### src/rtl/vga_tile_pkg.sv
// Shared types, fixed colours, tile palette and default 640x480 timing
// for the tile-board display.
package vga_tile_pkg;

    typedef logic [23:0] rgb_t;

    localparam rgb_t BG_COLOR    = 24'h202020;
    localparam rgb_t GRID_COLOR  = 24'h808080;
    localparam rgb_t EMPTY_COLOR = 24'hC0B4A0;

    localparam int DEF_H_ACTIVE = 640;
    localparam int DEF_H_FP     = 16;
    localparam int DEF_H_SYNC   = 96;
    localparam int DEF_H_BP     = 48;
    localparam int DEF_V_ACTIVE = 480;
    localparam int DEF_V_FP     = 10;
    localparam int DEF_V_SYNC   = 2;
    localparam int DEF_V_BP     = 33;

    // Tile exponent to fill colour; 0 is an empty cell, k stands for 2^k.
    function automatic rgb_t palette(input logic [7:0] exp_val);
        rgb_t c;
        case (exp_val)
            8'd0:    c = EMPTY_COLOR;
            8'd1:    c = 24'hEEE4DA;
            8'd2:    c = 24'hEDE0C8;
            8'd3:    c = 24'hF2B179;
            8'd4:    c = 24'hF59563;
            8'd5:    c = 24'hF67C5F;
            8'd6:    c = 24'hF65E3B;
            8'd7:    c = 24'hEDCF72;
            8'd8:    c = 24'hEDCC61;
            8'd9:    c = 24'hEDC850;
            8'd10:   c = 24'hEDC53F;
            8'd11:   c = 24'hEDC22E;
            8'd12:   c = 24'h3C3A32;
            8'd13:   c = 24'h5A5A50;
            8'd14:   c = 24'h787064;
            8'd15:   c = 24'h1E1E1E;
            default: c = 24'h3C3A32;
        endcase
        return c;
    endfunction

endpackage

### src/rtl/vga_timing_gen.sv
// Pixel-enable divider, horizontal/vertical counters and the raw
// (undelayed) sync and active-area flags derived from them.
module vga_timing_gen
    import vga_tile_pkg::*;
#(
    parameter int CLK_DIV  = 2,
    parameter int H_ACTIVE = DEF_H_ACTIVE,
    parameter int H_FP     = DEF_H_FP,
    parameter int H_SYNC   = DEF_H_SYNC,
    parameter int H_BP     = DEF_H_BP,
    parameter int V_ACTIVE = DEF_V_ACTIVE,
    parameter int V_FP     = DEF_V_FP,
    parameter int V_SYNC   = DEF_V_SYNC,
    parameter int V_BP     = DEF_V_BP,
    parameter int HC_W     = $clog2(H_ACTIVE + H_FP + H_SYNC + H_BP),
    parameter int VC_W     = $clog2(V_ACTIVE + V_FP + V_SYNC + V_BP)
) (
    input  logic            clk,
    input  logic            reset,
    output logic            p_tick,
    output logic [HC_W-1:0] hc,
    output logic [VC_W-1:0] vc,
    output logic            line_end,
    output logic            hs_on,
    output logic            vs_on,
    output logic            active
);

    localparam int H_TOTAL = H_ACTIVE + H_FP + H_SYNC + H_BP;
    localparam int V_TOTAL = V_ACTIVE + V_FP + V_SYNC + V_BP;
    localparam int DIV_W   = (CLK_DIV > 1) ? $clog2(CLK_DIV) : 1;
    localparam logic [DIV_W-1:0] DIV_LAST = DIV_W'(CLK_DIV - 1);

    logic [DIV_W-1:0] div_cnt;

    // With CLK_DIV=1 the count is pinned at 0 and p_tick stays high.
    assign p_tick   = (div_cnt == DIV_LAST);
    assign line_end = (int'(hc) == H_TOTAL - 1);

    // Divider: count up to CLK_DIV-1, strobe, wrap.
    always_ff @(posedge clk) begin
        if (reset)       div_cnt <= '0;
        else if (p_tick) div_cnt <= '0;
        else             div_cnt <= div_cnt + 1'b1;
    end

    // Raster counters advance once per pixel; vc steps when hc wraps.
    always_ff @(posedge clk) begin
        if (reset) begin
            hc <= '0;
            vc <= '0;
        end else if (p_tick) begin
            if (line_end) begin
                hc <= '0;
                if (int'(vc) == V_TOTAL - 1) vc <= '0;
                else                         vc <= vc + 1'b1;
            end else begin
                hc <= hc + 1'b1;
            end
        end
    end

    // Active-high pulse flags; the top inverts them at the output stage.
    assign hs_on  = (int'(hc) >= H_ACTIVE + H_FP) && (int'(hc) < H_ACTIVE + H_FP + H_SYNC);
    assign vs_on  = (int'(vc) >= V_ACTIVE + V_FP) && (int'(vc) < V_ACTIVE + V_FP + V_SYNC);
    assign active = (int'(hc) < H_ACTIVE) && (int'(vc) < V_ACTIVE);

endmodule

### src/rtl/vga_tile_board.sv
// Tile-grid renderer: double-buffered board, commit/vblank swap, tile
// tracking and a two-stage colour pipeline with delay-matched syncs.
//
// Write handshake: a shadow write is taken on any clock edge where
// wr_valid && wr_ready; wr_ready is low exactly while a commit is pending,
// and wr_row/wr_col/wr_val only need to be stable in that cycle.
module vga_tile_board
    import vga_tile_pkg::*;
#(
    parameter int CLK_DIV  = 2,
    parameter int H_ACTIVE = DEF_H_ACTIVE,
    parameter int H_FP     = DEF_H_FP,
    parameter int H_SYNC   = DEF_H_SYNC,
    parameter int H_BP     = DEF_H_BP,
    parameter int V_ACTIVE = DEF_V_ACTIVE,
    parameter int V_FP     = DEF_V_FP,
    parameter int V_SYNC   = DEF_V_SYNC,
    parameter int V_BP     = DEF_V_BP,
    parameter int BOARD_N  = 4,
    parameter int VAL_W    = 4,
    parameter int TILE_PX  = 100,
    parameter int GAP      = 4,
    parameter int X0       = 120,
    parameter int Y0       = 40
) (
    input  logic                       clk_50MHz,
    input  logic                       reset,
    input  logic                       wr_valid,
    output logic                       wr_ready,
    input  logic [$clog2(BOARD_N)-1:0] wr_row,
    input  logic [$clog2(BOARD_N)-1:0] wr_col,
    input  logic [VAL_W-1:0]           wr_val,
    input  logic                       commit,
    output logic                       commit_pending,
    output logic                       swap_done,
    output logic                       hsync,
    output logic                       vsync,
    output logic                       blank,
    output logic                       sync,
    output logic                       p_tick,
    output logic                       frame_start,
    output logic [23:0]                rgb
);

    localparam int H_TOTAL = H_ACTIVE + H_FP + H_SYNC + H_BP;
    localparam int V_TOTAL = V_ACTIVE + V_FP + V_SYNC + V_BP;
    localparam int HC_W    = $clog2(H_TOTAL);
    localparam int VC_W    = $clog2(V_TOTAL);
    localparam int PX_W    = $clog2(TILE_PX);
    localparam int TX_W    = $clog2(BOARD_N);
    localparam int SPAN    = BOARD_N * TILE_PX;
    // Counter values one pixel/line before the board edge, where the
    // tile trackers are re-armed so they read 0 exactly at X0/Y0.
    localparam int X_PRE   = (X0 == 0) ? H_TOTAL - 1 : X0 - 1;
    localparam int Y_PRE   = (Y0 == 0) ? V_TOTAL - 1 : Y0 - 1;

    logic [HC_W-1:0]  hc;
    logic [VC_W-1:0]  vc;
    logic             line_end, hs_on, vs_on, active;
    logic [PX_W-1:0]  px, py;
    logic [TX_W-1:0]  tx, ty;
    logic             in_board, swap_now;
    logic [VAL_W-1:0] shadow_buf [BOARD_N][BOARD_N];
    logic [VAL_W-1:0] act_buf    [BOARD_N][BOARD_N];
    logic             s1_active, s1_board, s1_grid, s1_hs, s1_vs;
    logic [VAL_W-1:0] s1_val;
    rgb_t             pix;

    vga_timing_gen #(
        .CLK_DIV (CLK_DIV),  .H_ACTIVE(H_ACTIVE), .H_FP(H_FP), .H_SYNC(H_SYNC),
        .H_BP    (H_BP),     .V_ACTIVE(V_ACTIVE), .V_FP(V_FP), .V_SYNC(V_SYNC),
        .V_BP    (V_BP),     .HC_W    (HC_W),     .VC_W(VC_W)
    ) u_timing (
        .clk     (clk_50MHz), .reset (reset),  .p_tick(p_tick), .hc(hc), .vc(vc),
        .line_end(line_end),  .hs_on (hs_on),  .vs_on (vs_on),  .active(active)
    );

    assign sync           = 1'b0;
    assign wr_ready       = !commit_pending;
    assign frame_start    = p_tick && (hc == '0) && (vc == '0);
    assign swap_now       = p_tick && (hc == '0) && (int'(vc) == V_ACTIVE) && commit_pending;
    assign swap_done      = swap_now;
    assign in_board       = (int'(hc) >= X0) && (int'(hc) < X0 + SPAN)
                         && (int'(vc) >= Y0) && (int'(vc) < Y0 + SPAN);

    // Incremental tile trackers that run alongside hc/vc.
    always_ff @(posedge clk_50MHz) begin
        if (reset) begin
            px <= '0; tx <= '0; py <= '0; ty <= '0;
        end else if (p_tick) begin
            if (int'(hc) == X_PRE) begin
                px <= '0; tx <= '0;
            end else if (int'(px) == TILE_PX - 1) begin
                px <= '0; tx <= tx + 1'b1;
            end else begin
                px <= px + 1'b1;
            end
            if (line_end) begin
                if (int'(vc) == Y_PRE) begin
                    py <= '0; ty <= '0;
                end else if (int'(py) == TILE_PX - 1) begin
                    py <= '0; ty <= ty + 1'b1;
                end else begin
                    py <= py + 1'b1;
                end
            end
        end
    end

    // Board buffers and commit flag; the swap only happens on the first vblank line.
    always_ff @(posedge clk_50MHz) begin
        if (reset) begin
            for (int r = 0; r < BOARD_N; r++) begin
                for (int c = 0; c < BOARD_N; c++) begin
                    shadow_buf[r][c] <= '0;
                    act_buf[r][c]    <= '0;
                end
            end
            commit_pending <= 1'b0;
        end else begin
            if (wr_valid && wr_ready && (int'(wr_row) < BOARD_N) && (int'(wr_col) < BOARD_N))
                shadow_buf[wr_row][wr_col] <= wr_val;
            if (swap_now) begin
                act_buf        <= shadow_buf;
                commit_pending <= 1'b0;
            end else if (commit && !commit_pending) begin
                commit_pending <= 1'b1;
            end
        end
    end

    // Stage 1: classify the current pixel and fetch its tile exponent.
    always_ff @(posedge clk_50MHz) begin
        if (reset) begin
            s1_active <= 1'b0; s1_board <= 1'b0; s1_grid <= 1'b0;
            s1_hs     <= 1'b0; s1_vs    <= 1'b0; s1_val  <= '0;
        end else if (p_tick) begin
            s1_active <= active;
            s1_board  <= in_board;
            s1_grid   <= (int'(px) < GAP) || (int'(py) < GAP);
            s1_hs     <= hs_on;
            s1_vs     <= vs_on;
            s1_val    <= in_board ? act_buf[ty][tx] : '0;
        end
    end

    // Colour selection, first matching rule wins.
    always_comb begin
        pix = '0;
        if (!s1_active)    pix = '0;
        else if (!s1_board) pix = BG_COLOR;
        else if (s1_grid)   pix = GRID_COLOR;
        else                pix = palette(8'(s1_val));
    end

    // Stage 2: registered DAC outputs, syncs delayed alongside colour.
    always_ff @(posedge clk_50MHz) begin
        if (reset) begin
            rgb   <= '0;
            blank <= 1'b0;
            hsync <= 1'b1;
            vsync <= 1'b1;
        end else if (p_tick) begin
            rgb   <= pix;
            blank <= s1_active;
            hsync <= !s1_hs;
            vsync <= !s1_vs;
        end
    end

endmodule
### config.mk
export PLATFORM = sky130hd
export DESIGN_NAME = vga_tile_board
export DESIGN_NICKNAME = d
export VERILOG_FILES = /design/src/rtl/vga_tile_pkg.sv /design/src/rtl/vga_timing_gen.sv /design/src/rtl/vga_tile_board.sv
export SDC_FILE = /design/constraint.sdc
export NUM_CORES = 1
export LEC_CHECK = 0
export ABC_AREA = 1
export BUFFER_PORTS_ARGS = -buffer_cell sky130_fd_sc_hd__buf_4
export CAP_MARGIN = 20
export CORE_MARGIN = 2
export CORE_UTILIZATION = 55
export CTS_BUF_LIST = sky130_fd_sc_hd__clkbuf_16
export DETAILED_ROUTE_END_ITERATION = 8
export PLACE_DENSITY = 0.77
export SYNTH_ARGS = -nofsm -noshare
export SYNTH_HDL_FRONTEND = slang
export SYNTH_HIERARCHICAL = 1
export SYNTH_SLANG_ARGS = --single-unit
export TNS_END_PERCENT = 10
### constraint.sdc
create_clock -name clk_50MHz -period 3.9 [get_ports clk_50MHz]
set_clock_uncertainty 0.05 [all_clocks]
set_input_delay 0.585 -clock clk_50MHz [delete_from_list [all_inputs] [get_ports clk_50MHz]]
set_output_delay 0.585 -clock clk_50MHz [all_outputs]
set_load 0.005 [all_outputs]
==> results of run 1 <==
routing by layer:
| layer | up-vias | track usage [%] | part of all wire (%) |
|---|---|---|---|
| li1 | 4347 | - | - |
| met1 | 3825 | 32.2 | 46 |
| met2 | 219 | 39.2 | 47 |
| met3 | 46 | 3.35 | 4.8 |
| met4 | 0 | 6.53 | 2.4 |
| met5 | - | 0 | 0 |
final cells by class:
| cell class | count | area (µm²) |
|---|---|---|
| Multi-Input combinational cell | 892 | 4350 |
| Clock inverter | 19 | 133 |
| Tap cell | 225 | 282 |
| Timing Repair Buffer | 50 | 375 |
| Fill cell | 1553 | 6530 |
| Sequential cell | 228 | 4560 |
| Inverter | 133 | 503 |
| Clock buffer | 25 | 626 |
kinds of logic after synthesis:
| kind of cell | synth area share (%) |
|---|---|
| adders and majority gates | 1.79 |
| and+or+nand+nor | 24.7 |
| buffers and inverters | 8.85 |
| xor gates and xnor gates | 1.16 |
| DFF | 46.7 |
| AOI/OAI and AO/OA | 16.8 |
| other | 0.0384 |
synthesized netlist by cell type, types with 2 or more instances:
cell type | n | area share [%]
sky130_fd_sc_hd__o21ai_0 | 142 | 7.3
sky130_fd_sc_hd__a21oi_2 | 5 | 0.45
sky130_fd_sc_hd__a31oi_1 | 2 | 0.13
sky130_fd_sc_hd__clkbuf_1 | 34 | 1.3
sky130_fd_sc_hd__inv_1 | 127 | 4.9
sky130_fd_sc_hd__nand2_2 | 8 | 0.51
sky130_fd_sc_hd__buf_4 | 15 | 1.2
sky130_fd_sc_hd__nor3_1 | 17 | 0.87
sky130_fd_sc_hd__ha_1 | 14 | 1.8
sky130_fd_sc_hd__nor4_1 | 5 | 0.32
sky130_fd_sc_hd__dfxtp_1 | 228 | 47
sky130_fd_sc_hd__nor2_4 | 3 | 0.35
sky130_fd_sc_hd__buf_6 | 5 | 0.58
sky130_fd_sc_hd__o22ai_1 | 2 | 0.13
sky130_fd_sc_hd__nand3b_1 | 7 | 0.54
sky130_fd_sc_hd__nor3b_2 | 2 | 0.26
sky130_fd_sc_hd__nor2_1 | 114 | 4.4
sky130_fd_sc_hd__buf_1 | 3 | 0.12
sky130_fd_sc_hd__xnor2_1 | 3 | 0.27
sky130_fd_sc_hd__a21oi_1 | 161 | 8.2
sky130_fd_sc_hd__buf_2 | 5 | 0.26
sky130_fd_sc_hd__or2_2 | 2 | 0.13
sky130_fd_sc_hd__inv_2 | 5 | 0.19
sky130_fd_sc_hd__xor2_1 | 10 | 0.90
sky130_fd_sc_hd__clkbuf_2 | 6 | 0.31
sky130_fd_sc_hd__nand2_1 | 266 | 10
sky130_fd_sc_hd__nor2_2 | 2 | 0.13
sky130_fd_sc_hd__nand3_1 | 92 | 4.7
sky130_fd_sc_hd__nand4_1 | 21 | 1.3
tightest hold or removal path: stages:
cell and delay, ps:
sky130_fd_sc_hd__buf_4 80, sky130_fd_sc_hd__o211ai_1 70, sky130_fd_sc_hd__inv_1 50
worst paths after layout:
check | startpoint | end | slack [ps] | cells after the start
max | ty[1] | flop | 910 | 12
min | commit | commit_pending | 250 | 3
max reg2reg | ty[1] | flop | 910 | 12
min reg2reg | s1_hs | hsync | 390 | 1
metrics by stage:
step / utilization [%] / std cells / setup slack [ps] / hold WS, ps
floorplan: - / 1321 / 1620 / 356
global placement: 58.0 / 1528 / 1070 / 369
detailed placement: 58.0 / 1528 / 1010 / 381
CTS: 62.4 / 1572 / 976 / 246
global route: 62.4 / 1572 / 606 / 249
finish: 62.4 / 1572 / 910 / 254
report_power, final:
part	total, mW	leakage [nW]	switching (mW)	internal, mW
Clock	2.17	0.394	0.889	1.29
Combinational	0.162	2.13	0.116	0.0466
Sequential	2.36	1.84	0.0113	2.35
==> metrics.md, run 1 <==
| Metric | Value |
|---|---|
| Count of final hold-check violations | 0 |
| Async set-reset flop share out of synthesis | 0% |
| Min Tclk post-route | approximately 3000 ps |
| Die Y | ~140 µm |
| Row cnt | 48 |
| Transition time at the pin with the least slew margin | a little under 800 ps |
| Number of nets in the layout | between 1000 and 1500 |
| Critical path, cell by cell | inv_2, nand3_1, nand2_1, nand2_1, nand2_1, inv_1, nand3_1, a21oi_1, ha_1, inv_1, nand3_1, o21a_1 |
| Maximum buffer depth of the clock tree | 3 |
| Final setup viols | 0 |
| First-pass iteration count of the detailed router | 6 |
| Global-route wire length before repair | 36.4 mm |
| Worst Path Class, Setup | flop to flop |
| Clock slew at the register clock pins of the worst setup and hold paths | approximately 60 ps |
| Initial core utilization | ~56% |
| Gate family responsible for the most delay along the worst path | flip-flops |
| Worst slew slack as a fraction of its limit | roughly 47% |
| CTS resizes | 0 |
| Outcome | complete, no violations |
| Class of the tightest hold or removal check | input pin to flop |
| Die span in x | around 140 µm |
| Unrepaired setup endpoints after global routing | no |
| Number of clock buffers inserted by TritonCTS | 24 |
| Cell area after placement | a little over 10000 µm² |
| Most used flip-flop cell after synthesis | sky130_fd_sc_hd__dfxtp_1 |
| Proportion of layout cells with a drive suffix above 1 | roughly 8.8% |
| Max_cap viols | 0 |
| Mapped Avg Cell Area | about 7.4 µm² |
| Routed Antenna Nets | 0 |
| Sum of routed wire length over all layers | between 20 and 25 mm |
| IO Pins | 45 |
| Buf+Inv Stages, Crit Path | 3 |
| Gp weighted congestion | 0.881 |
| Buffers on Ports | 43 |
| Cell count after synthesis | around 1300 |
| Slew Viols, Final | 0 |
| Via count of the first global-routing pass | 7564 |
| Die Area | between 15000 and 20000 µm² |
| Largest net degree at the start of global routing | 92 |
| Growth of design area from synthesis to finish | 10.8% |
| Maximum clock frequency | 334 MHz |
| Iteration-0 DRC Markers | about 690 |
| Floorplan Core Area | 17400 µm² |
| Worst setup EP type | flop |
| Setup Total Neg Slack | 0 ps |
| Worst EP arrival | 3340 ps |
| CTS sink cnt | approximately 230 |
| Synthesized net count | ~1300 |
| CTS tree | yes |
| Max IR drop VDD | roughly 0.4 mV |
| Insertion delay of the later-clocked pin in the worst-skew pair | 510 ps |
| Share of the cycle needed by the critical path after routing | 76.7% |
| Post-synth EDFFs | 0 |
| Count of different cell masters after synthesis | 44 |
| Via-per-instance ratio | about 5.4 |
| Setup crit start kind | flop |
| Buffer count from post-CTS setup fixing | 0 |
| Sequential-to-total area share from yosys stat | 46.7% |
| Count of antenna diodes in the layout | 0 |
| Max FO, Critical Path | 19 |
| Leakage power | 4.37 nW |
| CP max stage delay | 750 ps |
| Number of storage elements in the synthesis netlist | 228 |
| Clk root buf | sky130_fd_sc_hd__clkbuf_16 |
| Yosys warning count | 6 |
| Level count of the clock H-tree | 1 |
| CTS hold repair buffers | 0 |
| Placed wire-length estimate after detailed placement | between 10 and 15 mm |
| Antenna violations before repair | 0 |
| Tot Pwr | ~4.7 mW |
| Total routing resource utilization after global routing | 23.6% |
| Required time of the critical path | between 4000 and 5000 ps |
| WL per Instance | ~14 µm |
| Congestion Overflow GR | 0 |
| Total number of vias | roughly 8400 |
| Power Dens Cells | roughly 430 nW/µm² |
| Commonest non-fill, non-tap cells in the layout | 266 x sky130_fd_sc_hd__nand2_1, 228 x sky130_fd_sc_hd__dfxtp_1, 161 x sky130_fd_sc_hd__a21oi_1 |
| DRC Markers | 0 |
| Slowest cell on the critical path | sky130_fd_sc_hd__dfxtp_1 |
| Finished layout cell area | between 10000 and 15000 µm² |
| Combined area of all synthesized cells | just under 10000 µm² |
| Most common library cell in the layout ignoring fill and taps | sky130_fd_sc_hd__nand2_1 |
No activity file was read; power rests on OpenSTA's default activity.
==> run 2: changes to the inputs <==
--- a/config.mk
+++ b/config.mk
@@ -12,7 +12,7 @@
 export CORE_UTILIZATION = 55
 export CTS_BUF_LIST = sky130_fd_sc_hd__clkbuf_16
 export DETAILED_ROUTE_END_ITERATION = 8
-export PLACE_DENSITY = 0.77
+export PLACE_DENSITY = 0.79
 export SYNTH_ARGS = -nofsm -noshare
 export SYNTH_HDL_FRONTEND = slang
 export SYNTH_HIERARCHICAL = 1
==> constraint.sdc (replaced) <==
create_clock -name clk_50MHz -period 2.6 [get_ports clk_50MHz]
set_clock_uncertainty 0.05 [all_clocks]
set_input_delay 0.39 -clock clk_50MHz [delete_from_list [all_inputs] [get_ports clk_50MHz]]
set_output_delay 0.39 -clock clk_50MHz [all_outputs]
set_load 0.005 [all_outputs]
==> metrics.md, run 2 (synthesized netlist as in run 1, its figures left out) <==
| Metric | Value |
|---|---|
| Growth of design area from synthesis to finish | 12.5% |
| Number of clock buffers inserted by TritonCTS | 24 |
| Total area of multi-input combinational cells | ~4400 µm² |
| Gate family responsible for the most delay along the worst path | buffers and inverters |
| Iteration-0 DRC Markers | 720 |
| Maximum clock frequency | 401 MHz |
| Insertion delay of the later-clocked pin in the worst-skew pair | approximately 510 ps |
| Floorplan Core Area | ~17000 µm² |
| Slowest cell on the critical path | sky130_fd_sc_hd__dfxtp_1 |
| First-pass iteration count of the detailed router | 6 |
| Proportion of layout cells with a drive suffix above 1 | under 10% |
| CTS hold repair buffers | 0 |
| Share of the cycle needed by the critical path after routing | between 90% and 100% |
| Required time of the critical path | 2160 ps |
| Setup crit start kind | flop |
| Congestion Overflow GR | 0 |
| Setup Total Neg Slack | 0 ps |
| CTS resizes | 0 |
| Leakage power | about 4.4 nW |
| Via-per-instance ratio | 5.39 |
| Cell area after placement | ~10000 µm² |
| Die Area | around 19000 µm² |
| Number of nets in the layout | between 1000 and 1500 |
| CTS tree | yes |
| Worst Path Class, Setup | flop to primary output |
| Initial core utilization | between 50% and 60% |
| Level count of the clock H-tree | 1 |
| Setup slack on the worst flop-to-flop path | roughly 230 ps |
| Most common library cell in the layout ignoring fill and taps | sky130_fd_sc_hd__nand2_1 |
| Placed wire-length estimate after detailed placement | 14.4 mm |
| Die Y | between 100 and 150 µm |
| Total routing resource utilization after global routing | 23.7% |
| Total net switching power | roughly 1.5 mW |
| Min Tclk post-route | 2490 ps |
| Worst EP arrival | just over 2000 ps |
| Antenna violations before repair | 0 |
| Worst Hold End | commit_pending |
| Share of total power in combinational logic | 3.5% |
| Buffer count from post-CTS setup fixing | 0 |
| Count of final hold-check violations | 0 |
| Worst slew slack as a fraction of its limit | roughly 47% |
| Total number of vias | 8507 |
| Cell seen most often among critical-path stages | sky130_fd_sc_hd__inv_1 |
| Max IR drop VDD | approximately 0.58 mV |
| Power Dens Cells | roughly 660 nW/µm² |
| Clock network fraction of total power | 47.6% |
| Filler Cells Inserted | between 1500 and 2000 |
| Commonest non-fill, non-tap cells in the layout | 266 x sky130_fd_sc_hd__nand2_1, 225 x sky130_fd_sc_hd__dfxtp_1, 161 x sky130_fd_sc_hd__a21oi_1 |
| Buf+Inv Stages, Crit Path | 4 |
| Slew Viols, Final | 0 |
| Buffers on Ports | 43 |
| DRC Markers | 0 |
| Worst Min Path Start | commit |
| Global-route wire length before repair | about 37 mm |
| Clock slew at the register clock pins of the worst setup and hold paths | about 60 ps |
| Die span in x | between 100 and 150 µm |
| RR Startpoint | u_timing/vc[5] |
| WL per Instance | roughly 14 µm |
| Clk root buf | sky130_fd_sc_hd__clkbuf_16 |
| Worst setup EP type | primary output |
| Outcome | complete, no violations |
| Worst reg-to-reg path cell count | 11 |
| Count of antenna diodes in the layout | 0 |
| Unrepaired setup endpoints after global routing | yes |
| CP max stage delay | about 410 ps |
| Largest net degree at the start of global routing | 100 |
| Final setup viols | 0 |
| Routed Antenna Nets | 0 |
| Gp weighted congestion | about 0.89 |
| IO Pins | 45 |
| Row cnt | 48 |
| Sequential cell area | about 4600 µm² |
| Maximum buffer depth of the clock tree | 3 |
| Via count of the first global-routing pass | just under 8000 |
| Transition time at the pin with the least slew margin | about 790 ps |
| Finished layout cell area | 11000 µm² |
| Hold path depth | 3 |
| Class of the tightest hold or removal check | input pin to flop |
| Relative contribution of sequential cells to total power | 48.9% |
| Cell-internal power | about 5.7 mW |
| Critical path, cell by cell | inv_1, nor3_1, inv_1, nor4_4, buf_12, buf_4 |
| Worst hold slack | about 60 ps |
| Max FO, Critical Path | 46 |
| CTS sink cnt | ~230 |
| Sw frac | about a fifth |
| Max_cap viols | 0 |
| Sum of routed wire length over all layers | roughly 22 mm |
## run 2: cell count changes in the layout (fill, tap and decap cells not counted), sizes merged
cell    delta
bufinv     +2
buf       +10
inv        +1
clkinv     -7
## run 2: worst max-delay path by stage
stage,from,depth (start not counted),endpoint,slack [ps]
after floorplan,u_timing/p_tick,10,flop,320
after global placement,u_timing/hc[4],12,flop,270
after detailed placement,u_timing/hc[4],12,flop,150
after CTS,commit_pending,6,swap_done,100
after global routing,u_timing/hc[5],14,flop,-6
final,commit_pending,6,swap_done,110
## run 2: routing by layer
metal | part of all wire, % | GRT usage (%)
met1 | 48 | 32.8
met2 | 46 | 39.4
met3 | 4.4 | 3.27
met5 | 0 | 0
met4 | 2.1 | 5.73
## run 2: cell type report
type                       instances  share of cell area [%]
sequential                       228                    41.5
multi-input combinational        892                    39.6
clock buffer                      25                    5.69
inverter                         133                    4.60
timing repair buffer              60                    4.55
tap                              225                    2.56
clock inverter                    15                    1.48
## run 2: worst reg2reg max path, stage by stage (launching register included)
cell	delay, ps
sky130_fd_sc_hd__dfxtp_1	510
sky130_fd_sc_hd__o21ai_0	140
sky130_fd_sc_hd__nand2_1	90
sky130_fd_sc_hd__nand2_1	80
sky130_fd_sc_hd__nor2_4	180
sky130_fd_sc_hd__nand3b_1	120
sky130_fd_sc_hd__nand2_2	120
sky130_fd_sc_hd__nand2_1	150
sky130_fd_sc_hd__ha_1	360
sky130_fd_sc_hd__inv_1	100
sky130_fd_sc_hd__nand3_1	150
sky130_fd_sc_hd__o21a_1	210
## run 2: power by group through the flow
stage,combinational [mW],clock [mW],sequential [mW]
5_1_grt,0.283,3.63,3.55
6_report,0.253,3.45,3.54
3_3_place_gp,0.246,0,3.62
4_1_cts,0.252,3.49,3.54
2_1_floorplan,0.159,0,3.62
3_5_place_dp,0.250,0,3.62
## run 2: per-stage QoR
stage          worst slack (ps)  cells  utilization [%]  power [mW]
2_1_floorplan               324   1321                -        3.78
3_3_place_gp                267   1538             58.7        3.87
3_5_place_dp                152   1538             58.7        3.87
4_1_cts                     102   1578             63.3        7.28
5_1_grt                   -5.57   1578             63.4        7.46
6_report                    107   1578             63.4        7.24
==> run 3: changes to the inputs <==
--- a/config.mk
+++ b/config.mk
@@ -5,7 +5,7 @@
 export SDC_FILE = /design/constraint.sdc
 export NUM_CORES = 1
 export LEC_CHECK = 0
-export ABC_AREA = 1
+export ABC_AREA = 0
 export BUFFER_PORTS_ARGS = -buffer_cell sky130_fd_sc_hd__buf_4
 export CAP_MARGIN = 20
 export CORE_MARGIN = 2
==> metrics.md, run 3 <==
| Metric | Value |
|---|---|
| Die Area | between 15000 and 20000 µm² |
| Count of different cell masters after synthesis | 77 |
| Floorplan Core Area | roughly 17000 µm² |
| Total number of vias | between 8000 and 9000 |
| Number of clock buffers inserted by TritonCTS | 23 |
| Clk root buf | sky130_fd_sc_hd__clkbuf_16 |
| Routed Antenna Nets | 0 |
| Gate family responsible for the most delay along the worst path | simple AND/OR/NAND/NOR gates |
| Top cells by instance count after synthesis | 228 x sky130_fd_sc_hd__dfxtp_1, 215 x sky130_fd_sc_hd__nand2_1, 124 x sky130_fd_sc_hd__a21oi_1 |
| Placed wire-length estimate after detailed placement | between 15 and 20 mm |
| Min Tclk post-route | slightly below 3000 ps |
| Initial core utilization | 55.6% |
| Class of the tightest hold or removal check | input pin to flop |
| Violations in the final reports | negative setup slack |
| Worst slew slack as a fraction of its limit | about three fifths |
| Buf+Inv Stages, Crit Path | 2 |
| Worst EP arrival | roughly 2500 ps |
| Outcome | finished, violations left |
| Total routing resource utilization after global routing | between 20% and 30% |
| Number of standard cells in the final layout excluding fillers | approximately 1400 |
| Antenna violations before repair | 0 |
| Yosys warning count | 6 |
| Synthesized net count | approximately 1100 |
| Sum of routed wire length over all layers | about 24 mm |
| Post-placement cell count | 1378 |
| Buffers on Ports | 43 |
| Iteration-0 DRC Markers | between 600 and 700 |
| Library cell with the highest instance count after synthesis | sky130_fd_sc_hd__dfxtp_1 |
| Gp weighted congestion | 0.865 |
| Post-synth EDFFs | 0 |
| Congestion Overflow GR | 0 |
| Critical path, cell by cell | or4_1, or3_4, buf_6, or3_4, nor3_2, buf_4 |
| Share of the cycle needed by the critical path after routing | 111% |
| WL per Instance | between 15 and 20 µm |
| Worst Path Class, Setup | flop to primary output |
| Global-route wire length before repair | between 30 and 40 mm |
| Required time of the critical path | 2160 ps |
| First-pass iteration count of the detailed router | 5 |
| Final critical-path setup slack | -288 ps |
| Finished layout cell area | roughly 12000 µm² |
| Clock slew at the register clock pins of the worst setup and hold paths | approximately 60 ps |
| Power Dens Cells | between 500 and 600 nW/µm² |
| Slew Viols, Final | 0 |
| Via count of the first global-routing pass | 7602 |
| Leakage power | 4.31 nW |
| Max_cap viols | 0 |
| Most used flip-flop cell after synthesis | sky130_fd_sc_hd__dfxtp_1 |
| Count of antenna diodes in the layout | 0 |
| Sequential-to-total area share from yosys stat | a little under half |
| Die span in x | 136 µm |
| Combined area of all synthesized cells | 9520 µm² |
| Worst setup EP type | primary output |
| Count of final hold-check violations | 0 |
| Max FO, Critical Path | 3 |
| Number of storage elements in the synthesis netlist | approximately 230 |
| Maximum clock frequency | between 300 and 400 MHz |
| Number of nets in the layout | approximately 1200 |
| Insertion delay of the later-clocked pin in the worst-skew pair | between 500 and 600 ps |
| Transition time at the pin with the least slew margin | just over 600 ps |
| Setup crit start kind | flop |
| Proportion of layout cells with a drive suffix above 1 | a little over a fifth |
| Cell area after placement | around 11000 µm² |
| Slowest cell on the critical path | sky130_fd_sc_hd__or4_1 |
| Tot Pwr | between 6 and 7 mW |
| Unrepaired setup endpoints after global routing | yes |
| CP max stage delay | between 500 and 600 ps |
| Maximum buffer depth of the clock tree | 3 |
| Most area-hungry cell type in the Yosys netlist | sky130_fd_sc_hd__dfxtp_1 |
| Row cnt | between 40 and 50 |
| IO Pins | 45 |
| Most common library cell in the layout ignoring fill and taps | sky130_fd_sc_hd__dfxtp_1 |
| Cell seen most often among critical-path stages | sky130_fd_sc_hd__or3_4 |
| Commonest non-fill, non-tap cells in the layout | 222 x sky130_fd_sc_hd__dfxtp_1, 212 x sky130_fd_sc_hd__nand2_1, 127 x sky130_fd_sc_hd__buf_4 |
| Cells taking the most area after synthesis | sky130_fd_sc_hd__dfxtp_1 48%, sky130_fd_sc_hd__nand2_1 8.5%, sky130_fd_sc_hd__a21oi_1 6.5% |
| Die Y | between 100 and 150 µm |
| Mapped Avg Cell Area | approximately 8.6 µm² |
| Cell count after synthesis | about 1100 |
| Via-per-instance ratio | 5.67 |
| Largest net degree at the start of global routing | 115 |
| CTS tree | yes |
| Async set-reset flop share out of synthesis | 0% |
| Level count of the clock H-tree | 1 |
| Max IR drop VDD | 0.475 mV |
| CTS sink cnt | ~230 |
| Growth of design area from synthesis to finish | 22.2% |
| Portion of synthesized cell area occupied by the leading cell type | 47.9% |
| DRC Markers | 0 |
| Final setup viols | 24 |
run 3: final timing paths:
path                                        to            from  cells after the start  slack (ps)
worst min-delay path            commit_pending          commit                      3         100
worst max register to register            flop           ty[0]                     11        -280
worst min register to register     act_buf[39]     act_buf[39]                      2         400
worst max-delay path               frame_start  u_timing/vc[3]                      6        -290
run 3: stage by stage:
step,setup WS (ps),hold slack [ps],setup TNS (ps),util [%]
2_1_floorplan,-205,378,-1110,-
3_3_place_gp,-186,386,-1300,61.8
3_5_place_dp,-231,395,-2370,61.8
4_1_cts,-338,114,-2690,66.8
5_1_grt,-377,147,-7640,68.0
6_report,-288,96.4,-3960,68.0
run 3: what timing repair did:
| item | 4_1_cts | 5_1_grt |
|---|---|---|
| hold buffers | 0 | 0 |
| setup buffers | 7 | 12 |
| pin swaps | 13 | 18 |
| gates resized for setup | 36 | 30 |
| setup endpoints to repair | 85 | 82 |
| gates cloned | 0 | 0 |
run 3: tightest hold or removal path: stages:
cell and delay [ps]:
sky130_fd_sc_hd__buf_4 80, sky130_fd_sc_hd__nor2_1 30, sky130_fd_sc_hd__nor3_1 120
run 3: routing by layer:
layer	vias to the layer above	global-route usage (%)	wire [µm]
met5	-	0	0
met1	3893	34.2	10500
met3	62	3.37	1240
li1	3965	-	-
met4	0	10.6	884
met2	227	41.9	11600
run 3: cells by family (layout without fill, tap and decap cells):
logic type	Yosys count	count (layout)	synth area share, %
compound gates	205	205	12.8
xor+xnor	24	24	2.21
fa+ha+maj	14	14	1.84
other cells	1	1	0.0394
flops	228	228	47.9
simple gates	467	467	22.3
buf+inv	96	207	4.20
mux	66	66	8.62
run 3: power by group:
part | total, mW | internal [mW] | switching (mW)
Clock | 3.03 | 1.70 | 1.33
Sequential | 3.53 | 3.51 | 0.0208
Combinational | 0.251 | 0.0796 | 0.171
run 3: final cells by class:
type	count	area [µm²]
fillers	1286	5480
clock buffers	23	576
inverters	20	77.6
multi-input cells	777	4800
clock inverters	18	104
flip-flops and latches	228	4580
repair buffers	146	1230
well taps	225	282
